$ cat config.mk
export PLATFORM = sky130hd
export DESIGN_NAME = lsu_bus_adapter
export DESIGN_NICKNAME = d
export VERILOG_FILES = /design/src/rtl/lsu_bus_adapter.sv
export SDC_FILE = /design/constraint.sdc
export NUM_CORES = 1
export LEC_CHECK = 0
export ABC_AREA = 1
export BUFFER_PORTS_ARGS = -buffer_cell sky130_fd_sc_hd__buf_4
export CAP_MARGIN = 15
export CORE_ASPECT_RATIO = 0.8
export CORE_MARGIN = 5
export CORE_UTILIZATION = 46
export DETAILED_ROUTE_END_ITERATION = 6
export PLACE_DENSITY = 0.81
export SKIP_CTS_REPAIR_TIMING = 1
export SLEW_MARGIN = 10
export SYNTH_ARGS = -nofsm -noshare
export SYNTH_HDL_FRONTEND = slang
export SYNTH_SLANG_ARGS = --single-unit
$ cat constraint.sdc
create_clock -name clk -period 2 [get_ports clk]
set_clock_uncertainty 0.2 [all_clocks]
set_input_delay 0.5 -clock clk [delete_from_list [all_inputs] [get_ports clk]]
set_output_delay 0.5 -clock clk [all_outputs]
set_load 0.05 [all_outputs]
$ cat src/rtl/lsu_bus_adapter.sv
// Load/store adapter between the core's execute-stage memory command and a
// valid/ready request bus with a separate response channel. Stalls the core
// while an access is outstanding and reports misaligned, illegal, bus-error
// and timeout faults.
module lsu_bus_adapter #(
    parameter int unsigned TIMEOUT_CYCLES = 255
) (
    input  logic        clk,
    input  logic        rst,
    input  logic        MemRead,
    input  logic        MemWrite,
    input  logic [31:0] address,
    input  logic [31:0] write_data,
    input  logic [2:0]  funct3,
    output logic [31:0] read_data,
    output logic        stall,
    output logic        lsu_fault,
    output logic [1:0]  fault_code,
    output logic        bus_req_valid,
    input  logic        bus_req_ready,
    output logic [31:0] bus_addr,
    output logic        bus_we,
    output logic [3:0]  bus_wstrb,
    output logic [31:0] bus_wdata,
    input  logic        bus_rsp_valid,
    input  logic [31:0] bus_rdata,
    input  logic        bus_err
);

    typedef enum logic [1:0] {StIdle, StReq, StRsp, StDone} state_e;

    localparam logic [7:0] TimeoutLast = 8'(TIMEOUT_CYCLES - 1);

    state_e      state_q;
    logic [7:0]  cnt_q;
    logic [1:0]  off_q;
    logic [2:0]  f3_q;
    logic        fault_q;
    logic [1:0]  fcode_q;
    logic [31:0] rdata_q;
    logic        req_valid_q;

    logic        access, illegal, misaligned, idle_fault, idle_start;
    logic [3:0]  wstrb_new;
    logic [31:0] wdata_new;
    logic [31:0] rdata_ext;

    // Sign/zero-extend the selected byte or halfword of a returned read word.
    function automatic logic [31:0] extend(input logic [31:0] w, input logic [1:0] off,
                                           input logic [2:0] f3);
        logic [31:0] sh;
        logic [7:0]  b;
        logic [15:0] h;
        sh = w >> {off, 3'b000};
        b  = sh[7:0];
        h  = off[1] ? w[31:16] : w[15:0];
        case (f3)
            3'b000:  extend = {{24{b[7]}}, b};
            3'b100:  extend = {24'b0, b};
            3'b001:  extend = {{16{h[15]}}, h};
            3'b101:  extend = {16'b0, h};
            default: extend = w;
        endcase
    endfunction

    // Decode the incoming command: legality, alignment and store lanes.
    always_comb begin
        access     = MemRead | MemWrite;
        illegal    = (MemRead & MemWrite)
                   | (MemRead & !(funct3 inside {3'b000, 3'b001, 3'b010, 3'b100, 3'b101}))
                   | (MemWrite & !(funct3 inside {3'b000, 3'b001, 3'b010}));
        misaligned = ((funct3[1:0] == 2'b01) & address[0])
                   | ((funct3[1:0] == 2'b10) & (address[1:0] != 2'b00));
        idle_fault = (state_q == StIdle) & access & (illegal | misaligned);
        idle_start = (state_q == StIdle) & access & !illegal & !misaligned;
        wstrb_new  = 4'b0000;
        wdata_new  = write_data;
        if (MemWrite) begin
            case (funct3[1:0])
                2'b00: begin
                    wstrb_new = 4'b0001 << address[1:0];
                    wdata_new = {4{write_data[7:0]}};
                end
                2'b01: begin
                    wstrb_new = address[1] ? 4'b1100 : 4'b0011;
                    wdata_new = {2{write_data[15:0]}};
                end
                default: wstrb_new = 4'b1111;
            endcase
        end
        rdata_ext = extend(bus_rdata, off_q, f3_q);
    end

    // Access FSM with registered bus outputs, load data and deferred fault.
    always_ff @(posedge clk) begin
        if (rst) begin
            state_q     <= StIdle;
            cnt_q       <= 8'd0;
            off_q       <= 2'b00;
            f3_q        <= 3'b000;
            fault_q     <= 1'b0;
            fcode_q     <= 2'b00;
            rdata_q     <= 32'd0;
            req_valid_q <= 1'b0;
            bus_addr    <= 32'd0;
            bus_we      <= 1'b0;
            bus_wstrb   <= 4'b0000;
            bus_wdata   <= 32'd0;
        end else begin
            unique case (state_q)
                StIdle: begin
                    fault_q <= 1'b0;
                    if (idle_fault) begin
                        rdata_q <= 32'd0;
                    end else if (idle_start) begin
                        off_q       <= address[1:0];
                        f3_q        <= funct3;
                        bus_addr    <= {address[31:2], 2'b00};
                        bus_we      <= MemWrite;
                        bus_wstrb   <= wstrb_new;
                        bus_wdata   <= wdata_new;
                        req_valid_q <= 1'b1;
                        state_q     <= StReq;
                    end
                end
                StReq: begin
                    if (bus_req_ready) begin
                        req_valid_q <= 1'b0;
                        cnt_q       <= 8'd0;
                        state_q     <= StRsp;
                    end
                end
                StRsp: begin
                    if (bus_rsp_valid) begin
                        state_q <= StDone;
                        cnt_q   <= 8'd0;
                        if (bus_err) begin
                            fault_q <= 1'b1;
                            fcode_q <= 2'b11;
                            rdata_q <= 32'd0;
                        end else if (!bus_we) begin
                            rdata_q <= rdata_ext;
                        end
                    end else if (cnt_q == TimeoutLast) begin
                        state_q <= StDone;
                        cnt_q   <= 8'd0;
                        fault_q <= 1'b1;
                        fcode_q <= 2'b11;
                        rdata_q <= 32'd0;
                    end else begin
                        cnt_q <= cnt_q + 8'd1;
                    end
                end
                StDone: begin
                    fault_q <= 1'b0;
                    state_q <= StIdle;
                end
                default: state_q <= StIdle;
            endcase
        end
    end

    // Core-facing outputs; decode faults retire in the same cycle they appear.
    always_comb begin
        stall         = idle_start | (state_q == StReq) | (state_q == StRsp);
        lsu_fault     = idle_fault | ((state_q == StDone) & fault_q);
        fault_code    = 2'b00;
        if (idle_fault) begin
            fault_code = illegal ? 2'b10 : 2'b01;
        end else if ((state_q == StDone) & fault_q) begin
            fault_code = fcode_q;
        end
        read_data     = idle_fault ? 32'd0 : rdata_q;
        // Drop the request as soon as reset is seen rather than a cycle later.
        bus_req_valid = req_valid_q & !rst;
    end

endmodule

# After elaboration in Yosys (flattened, before gate mapping)
# Index checks and enable logic that the tools add are counted.
# op_classes
addsub	1
mul	0
div_mod_pow	0
order_cmp	0
n_eq_ne	20
n_shift	2
muxes	36
n_bitwise	20
n_reduce_logical	25
# op_table
cell	count
two-way mux 32 bit	6
one-hot mux 32 bit (2 select lines)	2
one-hot mux 32 bit (4 select lines)	1
>> shifter 32 x 5 -> 8 bit	1
two-way mux 8 bit	3
two-way mux 2 bit	10
two-way mux 16 bit	1
one-hot mux 8 bit (2 select lines)	1
== test 3 bit, second input constant	4
AND reduction 3 bit	4
nonzero test 2 bit	6
bitwise AND 1 bit	11
adder 8 x 1 -> 8 bit, second input constant	1
== test 8 bit, second input constant	1
two-way mux 4 bit	2
OR 1 bit	8
one-hot mux 2 bit (4 select lines)	1
one-hot mux 4 bit (2 select lines)	1
AND reduction 4 bit	2
== test 2 bit, second input constant	3
== test 3 x 1 -> 1 bit, second input constant	2
logical NOT 3 bit	2
two-way mux 1 bit	6
!= test 2 bit, second input constant	3
other kinds (14)	22
# word_totals
register_bits	118
latch_bits	0
mem_bits_rw	0
romBits	0
wordCells	116
memories	0

# Longest topological paths before layout
# depth
ltp_word	12
ltp_mapped	11

# Least setup slack after synthesis
# OpenSTA, ideal clock, no wires.
# synth_timing
path_kind	in2out
from	in MemWrite
to	out fault_code[1]
arrival_time_ps	1962
required_ps	1300
path_slack_ps	-662
cell_stages	7
cell_sequence	buf_2 nand3b_1 nand3_1 nand2_1 buf_4 buf_4 o21ai_1
# synth_via
elab_chain_len	6
word_cells_on_any_way	10
cone_classes	2 x mux; 8 x bitwise
# synth_rtl
item	line_no	rtl
start, declared	11	input logic MemWrite,
bitwise AND 1 bit	69	illegal = (MemRead & MemWrite)
OR 1 bit	70	| (MemRead & !(funct3 inside {3'b000, 3'b001, 3'b010, 3'b100, 3'b101}))
OR 1 bit	71	| (MemWrite & !(funct3 inside {3'b000, 3'b001, 3'b010}));
OR 1 bit	74	idle_fault = (state_q == StIdle) & access & (illegal | misaligned);
bitwise AND 1 bit	74	
two-way mux 2 bit (*)	168	if (idle_fault) begin
end, declared	18	output logic [1:0] fault_code,
# Mark *: on every way between the ends. The rest lies on a longest branch, timed or not.

# Worst setup path after layout
# layout_timing
from	reg state_q[1]
to	out fault_code[1]
# layout_via
elab_chain_len	4
word_cells_on_any_way	7
cone_classes	1 x eq/ne; 2 x mux; 3 x bitwise; 1 x reduce/logical
# layout_rtl
item	line_no	rtl
start, declared	34	state_e state_q;
start signal, assigned	97	state_q <= StIdle;
start signal, assigned	123	state_q <= StReq;
start signal, assigned	130	state_q <= StRsp;
== test 2 bit / logical NOT 2 bit (equally long branches)	170, 74	
bitwise AND 1 bit (on tied branches)	170, 74	
two-way mux 2 bit / bitwise AND 1 bit (equally long branches)	170, 74	
two-way mux 2 bit (*)	168	
# Marks and branches as above.

==> impl_metrics.py <==
metrics = {
    "outcome": {
        "status": "complete, but fails checks",
        "violations": "negative setup slack",
    },
    "synthesis": {
        "yosysTopAreaCellShare_pct": 38.4,
        "ys_seq_area_share_pct": 38.4,
        "syn_area_per_cell_um2": 6.44,
        "synth_flop_cell": "dfxtp_1",
        "synth_cell_types": 31,
        "yosysWarnings": 0,
        "netlist_area_mm2": 0.00610,
        "yosys.area.top_type": "dfxtp_1",
        "synth_common_cells": "nand2_1 (231), a21oi_1 (145), dfxtp_1 (117)",
        "yosysMostFrequentCell": "nand2_1",
        "synth_edf_count": 0,
        "async_reset_ff_share_pct": 0,
        "ys_seq_elements": 117,
        "syn_inst": 948,
        "synth_area_leaders": "dfxtp_1 (38%), nand2_1 (14%), a21oi_1 (12%), inv_1 (6.3%), nand3_1 (5.8%)",
    },
    "power_and_ir_drop": {
        "peakVddDrop_uv": 851,
        "cellPowerDensity_mw_per_mm2": 1480,
        "p_leak_nw": 4.38,
    },
    "placement": {
        "place_inst": 1340,
        "post_dp_cell_area_mm2": 0.00846,
        "place_congestion": 0.937,
        "io_buffers": 209,
        "dp_hpwl_um": 15000,
    },
    "global_routing": {
        "grtUsageMet1_pct": 32.6,
        "grt_pass1_vias": 6707,
        "global_route.usage.met2_pct": 40.6,
        "busiest_layer": "met2",
        "grt.overflow.total": 0,
        "grt.met3_usage_pct": 7.01,
        "grt_pass1_wl_um": 32600,
        "grtUsageTotal_pct": 24.9,
        "antenna_found_initial": 0,
        "grt_max_degree": 53,
    },
    "drt": {
        "drtIter0Drc": 707,
        "dr.pass1.iters": 7,
        "detail_route.vias_per_cell": 5.27,
        "routed_wl_um": 22000,
        "drc": 0,
        "post_drt_wl_per_cell_um": 15.9,
        "num_vias": 7291,
        "drtAntennaViolNets": 0,
    },
    "cts": {
        "cts_made_buffers": 17,
        "cts_tree": "yes",
        "clk_pin_slew_ns": 0.06,
        "clock-sinks": 117,
        "htree_levels": 4,
        "clk_latency_ns": 0.41,
        "clk_path_buf_depth": 2,
        "cts-root-buf": "clkbuf_16",
    },
    "layout": {
        "area_growth_pct": 55.9,
        "num-fill-cells": 1016,
        "fin_cells": 1384,
        "stdcell_area_mm2": 0.00952,
        "drive_above_1_share_pct": 33.9,
        "insertedDiodeCount": 0,
        "layout.nets": 1308,
    },
    "setup_path": {
        "crit_type": "reg -> out",
        "start_kind": "register",
        "cp_max_fo": 3,
        "cp-end-kind": "output port",
        "arrival_ns": 1.84,
        "crit_required_ns": 1.30,
        "r2r_cells": 12,
    },
    "sta": {
        "relSlewSlack_pct": 65.5,
        "report.final.setup_viol": 38,
        "finalHoldViolCount": 0,
        "fin_ws_ns": -0.538,
        "fmax_ghz": 0.394,
        "slew_viol_final": 0,
        "period_share_pct": 127,
        "tns_ns": -18.01,
        "layout_min_cycle_time_ns": 2.54,
        "rsz0062_at_grt": "true",
        "worst_pin_slew_ns": 0.518,
    },
    "floorplan": {
        "die_w_um": 139,
        "start_util_pct": 47.3,
        "die_area_mm2": 0.0157,
        "design.core.area_mm2": 0.0129,
        "num_rows": 37,
        "io_pins": 212,
        "dieHeight_um": 113,
    },
    "min_path": {
        "holdPathStages": 3,
        "min_path_type": "in -> reg",
    },
    "run": {
        "cap_violations": 0,
    },
}
## area by class of cell
type / count / area (um^2) / area share (%)
clock buffer: 17 / 425 / 4.47
clock inverter: 15 / 146 / 1.54
inverter: 111 / 439 / 4.62
multi-input combinational: 664 / 3520 / 36.9
sequential: 117 / 2340 / 24.6
tap: 175 / 219 / 2.30
timing repair buffer: 285 / 2420 / 25.5
## sequential cells by signal, indices dropped and copies added, names as in the netlist
name and flops:
bus_addr 30, bus_we 1, bus_wstrb 4, req_valid_q 1, off_q 2, fault_q 1
bus_wdata 32, rdata_q 32, fcode_q 1, state_q 2, cnt_q 8, f3_q 3
## critical path: stages (launching register included)
cell,delay [ns]
dfxtp_2,0.34
inv_2,0.06
ha_4,0.16
o21a_1,0.13
nand2_4,0.13
buf_6,0.11
nand4_1,0.20
o21ai_4,0.12
buf_6,0.17
## report_power, final
part           total (mW)  switching (mW)  internal, mW  leakage [nW]
clock                2.96            1.22          1.74         0.274
combinational        7.89            4.90          2.99          3.15
sequential           3.20           0.354          2.84         0.956
total                14.0            6.47          7.57          4.38
## metrics by stage
step | worst slack (ns) | hold WS (ns) | util, % | total power [mW]
final | -0.538 | 0.137 | 73.7 | 14.0
after global routing | -0.605 | 0.138 | 73.7 | 14.8
after CTS | -0.686 | 0.133 | 70.0 | 12.9
after detailed placement | -0.522 | 0.247 | 65.5 | 9.90
after global placement | -0.478 | 0.246 | 65.5 | 9.77
after floorplan | -0.281 | 0.231 | - | 7.82
## logic make-up (layout without fill, tap and decap cells)
group,Yosys count,count (layout),synth area share [%]
other,1,2,0.0614
buffers and inverters,168,428,11.6
AND/OR/NAND/NOR,424,424,28.9
flip-flops,117,117,38.4
XOR/XNOR,6,6,0.861
adder cells (fa/ha/maj),6,6,1.23
AO/OA/AOI/OAI,226,226,19.0
## path summary, 6_finish.rpt
kind	startpoint	end	slack (ns)
worst max register to register	state_q[0]	rdata_q[15]	-0.20
worst max-delay path	state_q[1]	fault_code[1]	-0.54
worst min register to register	bus_addr[27]	bus_addr[27]	0.26
worst min-delay path	address[29]	bus_addr[29]	0.14
## placed cells by master (no fill, tap or decap), types with 3 or more instances in the layout
master      instances
a21oi_1           135
a21oi_2             8
a21oi_4             3
buf_12              8
buf_4             258
buf_6               8
buf_8               4
clkbuf_16          23
clkinv_4            3
clkinvlp_4          3
dfxtp_1           115
ha_1                3
ha_4                3
inv_1              99
inv_2               6
inv_4               4
inv_6               5
inv_8               3
nand2_1           227
nand2_2             4
nand2_4             3
nand3_1            68
nand3_4             3
nand4_1             5
nor2_1             57
nor2_2              5
nor2_4             32
nor3_1              8
o21ai_0            46
o21ai_1            15
o21ai_2             7
o22ai_1             8
or2_2               5
xor2_1              4
## layer usage
layer | vias to the layer above | share of wire [%] | wire (um)
li1 | 3540 | - | -
met1 | 3323 | 40 | 8870
met2 | 378 | 48 | 10600
met3 | 50 | 9.6 | 2130
met4 | 0 | 2.3 | 501
met5 | - | 0 | 0
Power figures use the tool's default switching activity.
